## config.mk

```make
export PLATFORM = sky130hd
export DESIGN_NAME = banco_regs_param
export DESIGN_NICKNAME = d
export VERILOG_FILES = /design/src/rtl/banco_regs_param.sv
export SDC_FILE = /design/constraint.sdc
export NUM_CORES = 1
export LEC_CHECK = 0
export BUFFER_PORTS_ARGS = -buffer_cell sky130_fd_sc_hd__buf_2
export CAP_MARGIN = 40
export CORE_ASPECT_RATIO = 2
export CORE_UTILIZATION = 45
export DETAILED_ROUTE_END_ITERATION = 10
export HOLD_SLACK_MARGIN = 0.15
export PLACE_DENSITY = 0.66
export SYNTH_ARGS = -nofsm -noshare
export SYNTH_HDL_FRONTEND = slang
export SYNTH_SLANG_ARGS = --single-unit
export TNS_END_PERCENT = 30
```

## constraint.sdc

```tcl
create_clock -name clock -period 1.57 [get_ports clock]
set_clock_uncertainty 0.2 [all_clocks]
set_input_delay 0.2355 -clock clock [delete_from_list [all_inputs] [get_ports clock]]
set_output_delay 0.2355 -clock clock [all_outputs]
set_load 0.005 [all_outputs]
```

## src/rtl/banco_regs_param.sv

```systemverilog
// banco_regs_param: parametrised register bank for the nRISC datapath.
// Two combinational read ports, one write port, an optional hard-wired zero
// register, optional write-to-read forwarding and a sequential bulk-clear
// engine that zeroes one register per clock.
module banco_regs_param #(
    parameter int DATA_W   = 8,
    parameter int ADDR_W   = 3,
    parameter int ZERO_REG = 1,
    parameter int BYPASS   = 1
) (
    input  logic              clock,
    input  logic              reset,
    input  logic [ADDR_W-1:0] Reg1,
    input  logic [ADDR_W-1:0] Reg2,
    output logic [DATA_W-1:0] Dado1,
    output logic [DATA_W-1:0] Dado2,
    input  logic              EscReg,
    input  logic [ADDR_W-1:0] RegEscr,
    input  logic [DATA_W-1:0] DadoEscr,
    input  logic              LimpaReq,
    output logic              Ocupado,
    output logic              LimpaPronto,
    output logic              EscIgnorado
);

    localparam int DEPTH = 1 << ADDR_W;

    typedef enum logic {
        IDLE  = 1'b0,
        CLEAR = 1'b1
    } state_t;

    state_t              state_q, state_d;
    logic [ADDR_W-1:0]   ptr_q, ptr_d;
    logic                ocupado_q, ocupado_d;
    logic                pronto_q, pronto_d;
    logic                ign_q, ign_d;
    logic                clear_en;
    logic                wr_en;
    logic                fwd_en;
    logic [DEPTH-1:0][DATA_W-1:0] bank_vec;

    // A write lands only when the clear engine is idle; writes to the
    // hard-wired zero register vanish without raising EscIgnorado.
    assign wr_en    = EscReg && !ocupado_q && !((ZERO_REG != 0) && (RegEscr == '0));
    // Forwarding follows the same blocking rule as the write itself.
    assign fwd_en   = (BYPASS != 0) && EscReg && !ocupado_q;
    assign clear_en = (state_q == CLEAR);

    genvar gi;
    generate
        for (gi = 0; gi < DEPTH; gi++) begin : g_reg
            localparam logic [ADDR_W-1:0] IDX = ADDR_W'(gi);
            logic [DATA_W-1:0] reg_q, reg_d;

            // Next value of this entry: clear engine and write port never overlap.
            always_comb begin
                reg_d = reg_q;
                if (clear_en && (ptr_q == IDX)) begin
                    reg_d = '0;
                end else if (wr_en && (RegEscr == IDX)) begin
                    reg_d = DadoEscr;
                end
            end

            // Storage flop for this entry, zeroed by reset.
            always_ff @(posedge clock) begin
                if (!reset) begin
                    reg_q <= '0;
                end else begin
                    reg_q <= reg_d;
                end
            end

            assign bank_vec[gi] = reg_q;
        end
    endgenerate

    // Read port 1: zero register first, then forwarding, then stored value.
    always_comb begin
        if ((ZERO_REG != 0) && (Reg1 == '0)) begin
            Dado1 = '0;
        end else if (fwd_en && (RegEscr == Reg1)) begin
            Dado1 = DadoEscr;
        end else begin
            Dado1 = bank_vec[Reg1];
        end
    end

    // Read port 2: same priority as port 1.
    always_comb begin
        if ((ZERO_REG != 0) && (Reg2 == '0)) begin
            Dado2 = '0;
        end else if (fwd_en && (RegEscr == Reg2)) begin
            Dado2 = DadoEscr;
        end else begin
            Dado2 = bank_vec[Reg2];
        end
    end

    // Clear-engine next state and the one-cycle status pulses.
    always_comb begin
        state_d  = state_q;
        ptr_d    = ptr_q;
        pronto_d = 1'b0;
        ign_d    = EscReg && ocupado_q;
        case (state_q)
            IDLE: begin
                if (LimpaReq) begin
                    state_d = CLEAR;
                    ptr_d   = '0;
                end
            end
            CLEAR: begin
                // LimpaReq is deliberately ignored here: no restart, no queueing.
                if (ptr_q == {ADDR_W{1'b1}}) begin
                    state_d  = IDLE;
                    ptr_d    = '0;
                    pronto_d = 1'b1;
                end else begin
                    ptr_d = ptr_q + 1'b1;
                end
            end
            default: begin
                state_d = IDLE;
                ptr_d   = '0;
            end
        endcase
        ocupado_d = (state_d == CLEAR);
    end

    // Clear-engine state register; reset aborts any clear without a pulse.
    always_ff @(posedge clock) begin
        if (!reset) begin
            state_q   <= IDLE;
            ptr_q     <= '0;
            ocupado_q <= 1'b0;
            pronto_q  <= 1'b0;
            ign_q     <= 1'b0;
        end else begin
            state_q   <= state_d;
            ptr_q     <= ptr_d;
            ocupado_q <= ocupado_d;
            pronto_q  <= pronto_d;
            ign_q     <= ign_d;
        end
    end

    assign Ocupado     = ocupado_q;
    assign LimpaPronto = pronto_q;
    assign EscIgnorado = ign_q;

endmodule

```

==> results.ini <==
[sta]
fin_crit_sh_pct = 129
worstMarginPinSlew_ns = 0.438
setup-violations-final = 72
hold_viol = 0
rsz0062_at_grt = true
fin_ws_ns = -0.460
max_slew_margin_pct = 70.7
drv_slew = 0
setup_tns_ns = -11.16
fin_crit_ns = 2.03
max_freq_mhz = 493

[detailed_routing]
via_per_inst = 5.82
wl_per_cell_um = 19.6
vias = 3149
drc = 0
routed_wl_um = 10600
drtPass1Iterations = 4
drt_iter0_markers = 160
ant_nets = 0

[cts]
clockRootBuffer = clkbuf_16
cts_tree = built
clk_latency_ns = 0.33
cts_htree_levels = 3
cts_buffer_depth = 2
cts_buffers = 9
cts_setup_buffers = 0
cts_num_sinks = 70
clk_pin_slew_ns = 0.05

[synth]
syn_nets = 395
ys_warn_count = 0
syn_area_per_cell_um2 = 10.7
syn_area_um2 = 3920
yosysSeqAreaShare_pct = 35.7
ys_types = 30
synthCells = 368
ys_ff_latch = 70

[floorplan]
die_area_um2 = 9110
fp.dieW_um = 68.0
design.core.area_um2 = 8350
start_util_pct = 46.9
io_pins = 40
rows = 47
die_h_um = 134

[worst_setup_path]
cp_num_buf_inv = 1
cp.arrival_ns = 1.59
endpoint_kind = output port
reg2reg_to = g_reg[2].reg_q[1]$_SDFFE_PP0P_
cp_slowest_stage_delay_ns = 0.50
slowest_stage = mux4_2
path_cells = mux4_2 > mux2i_2 > a211oi_2 > buf_2
crit_family = multiplexers
worst_setup_path_start_kind = flip-flop
critPathRequiredTime_ns = 1.13
r2r_slack_ns = -0.17
crit_type = reg2out
cp_max_fo = 3
worstReg2RegStart = Ocupado$_SDFF_PN0_
rr_worst_depth = 6

[final_layout]
fin_area_um2 = 5020
drive_above_1_share_pct = 39.3
nets = 466
multiInputGateArea_um2 = 2400
antennaDiodeCount = 0
fin_util_pct = 60.2
final_cell_count_no_fill = 541
regArea_um2 = 1420
fillers = 677
syn_to_final_growth_pct = 28.2

[placement]
place_congestion = 0.841
io_buffers = 39
place_area_um2 = 4410
dpl.hpwl_um = 7680
placed_cells = 514

[grt]
antenna_found_initial = 0
grt_usage_pct = 25.4
grt_max_degree = 18
grt_pass1_vias = 3160
grt_pass1_wl_um = 16600
overflow = 0

[pwr]
powerDensity_nw_per_um2 = 917
leakagePower_uw = 0.00214
vdd_drop_max_v = 0.000787

[status]
outcome = complete, but fails checks
violations = setup timing

[hold_path]
hold_depth = 1
min_to = g_reg[0].reg_q[6]$_SDFFE_PP0P_
hold_start = g_reg[0].reg_q[6]$_SDFFE_PP0P_
hold_class = reg2reg

[job]
maxCapViolations = 0

[registers in the layout (all words and copies together) (netlist names)]
name / count
g.reg_q: 64
ptr_q: 3
Ocupado: 1
EscIgnorado: 1
LimpaPronto: 1
[final cells by class]
type	count	area share (%)
clock inverters	3	1.34
well taps	98	2.44
inverters	3	0.224
clock buffers	12	5.10
flip-flops and latches	70	28.3
multi-input cells	264	47.8
repair buffers	91	14.8
[worst max path at each step]
| stage | from | to | slack (ns) | cells past startpoint |
|---|---|---|---|---|
| after floorplan | Reg2[2] | Dado2[0] | -0.07 | 5 |
| after global placement | Reg1[2] | Dado1[1] | -0.32 | 7 |
| after detailed placement | Reg1[2] | Dado1[3] | -0.34 | 7 |
| after CTS | g_reg[7].reg_q[0]$_SDFFE_PP0P_ | Dado1[0] | -0.43 | 4 |
| after global routing | g_reg[7].reg_q[7]$_SDFFE_PP0P_ | Dado2[7] | -0.50 | 4 |
| final | g_reg[7].reg_q[7]$_SDFFE_PP0P_ | Dado2[7] | -0.46 | 4 |
[worst reg2reg max path: stages (launching register included)]
cell      delay [ns]
dfxtp_2         0.33
buf_4           0.18
nand3b_4        0.19
or3_4           0.34
buf_6           0.16
mux2i_1         0.15
nor2_1          0.06
[through the flow]
| stage | total power [uW] | hold WS [ns] | setup slack [ns] |
|---|---|---|---|
| 6_report | 4610 | 0.281 | -0.460 |
| 3_3_place_gp | 2370 | 0.260 | -0.318 |
| 2_1_floorplan | 2200 | 0.161 | -0.0746 |
| 3_5_place_dp | 2380 | 0.267 | -0.337 |
| 4_1_cts | 4630 | 0.283 | -0.430 |
| 5_1_grt | 4760 | 0.304 | -0.504 |
[synth_stat cells, drive strengths merged]
cell | instances | area share, %
nor3 | 4 | 0.51
a21boi | 1 | 0.19
and3 | 3 | 0.48
mux4 | 32 | 18
inv | 3 | 0.29
nor2 | 67 | 6.4
clkbuf | 2 | 0.19
dfxtp | 70 | 36
a211oi | 16 | 3.1
nand4 | 2 | 0.64
nand3 | 3 | 0.38
and2 | 8 | 1.3
buf | 29 | 5.7
or3 | 1 | 0.16
ha | 6 | 1.9
mux2i | 64 | 16
nor3b | 4 | 0.89
nand2 | 20 | 1.9
o21a | 1 | 0.19
nor2b | 5 | 0.80
a21oi | 10 | 1.3
nand3b | 3 | 0.89
xnor2 | 6 | 1.3
o21ai | 8 | 1.0
[repair_timing]
action / 4_1_cts / 5_1_grt
gates resized for setup: 35 / 17
pin swaps: 6 / 0
hold buffers: 11 / 0
endpoints found under the setup margin: 80 / 81
gates cloned: 1 / 0
endpoints found under the hold margin: 59 / 0
[logic make-up after synthesis]
kind of cell    count (synthesis)  share of synthesized area (%)
simple gates                  120                           14.4
mux                            96                           34.7
flops                          70                           35.7
compound gates                 36                           5.75
buf+inv                        34                           6.16
xor+xnor                        6                           1.34
fa+ha+maj                       6                           1.92
[cells in the final DEF, fill, tap and decap left out, types with 10 or more instances in the layout]
cell and count:
mux2i_1 59, a211oi_2 10, dfxtp_1 52, nor2_1 66
mux4_2 32, buf_4 28, buf_2 38, nand2_1 18
dlygate4sd3_1 11, dfxtp_2 18
[per-layer routing]
layer	part of all wire (%)	vias up	routed length (um)	global-route usage, %
met5	0	-	0	0
met4	4.0	0	427	14.4
met3	3.4	30	363	4.51
met2	56	81	5920	44.7
met1	37	1567	3890	27.0
li1	-	1471	-	-
[power by group]
part           internal (uW)  switching, uW  leakage [uW]
Sequential              1810           23.5      0.000574
Combinational            276            302       0.00141
Clock                   1470            730      0.000155
Power figures use the tool's default switching activity.
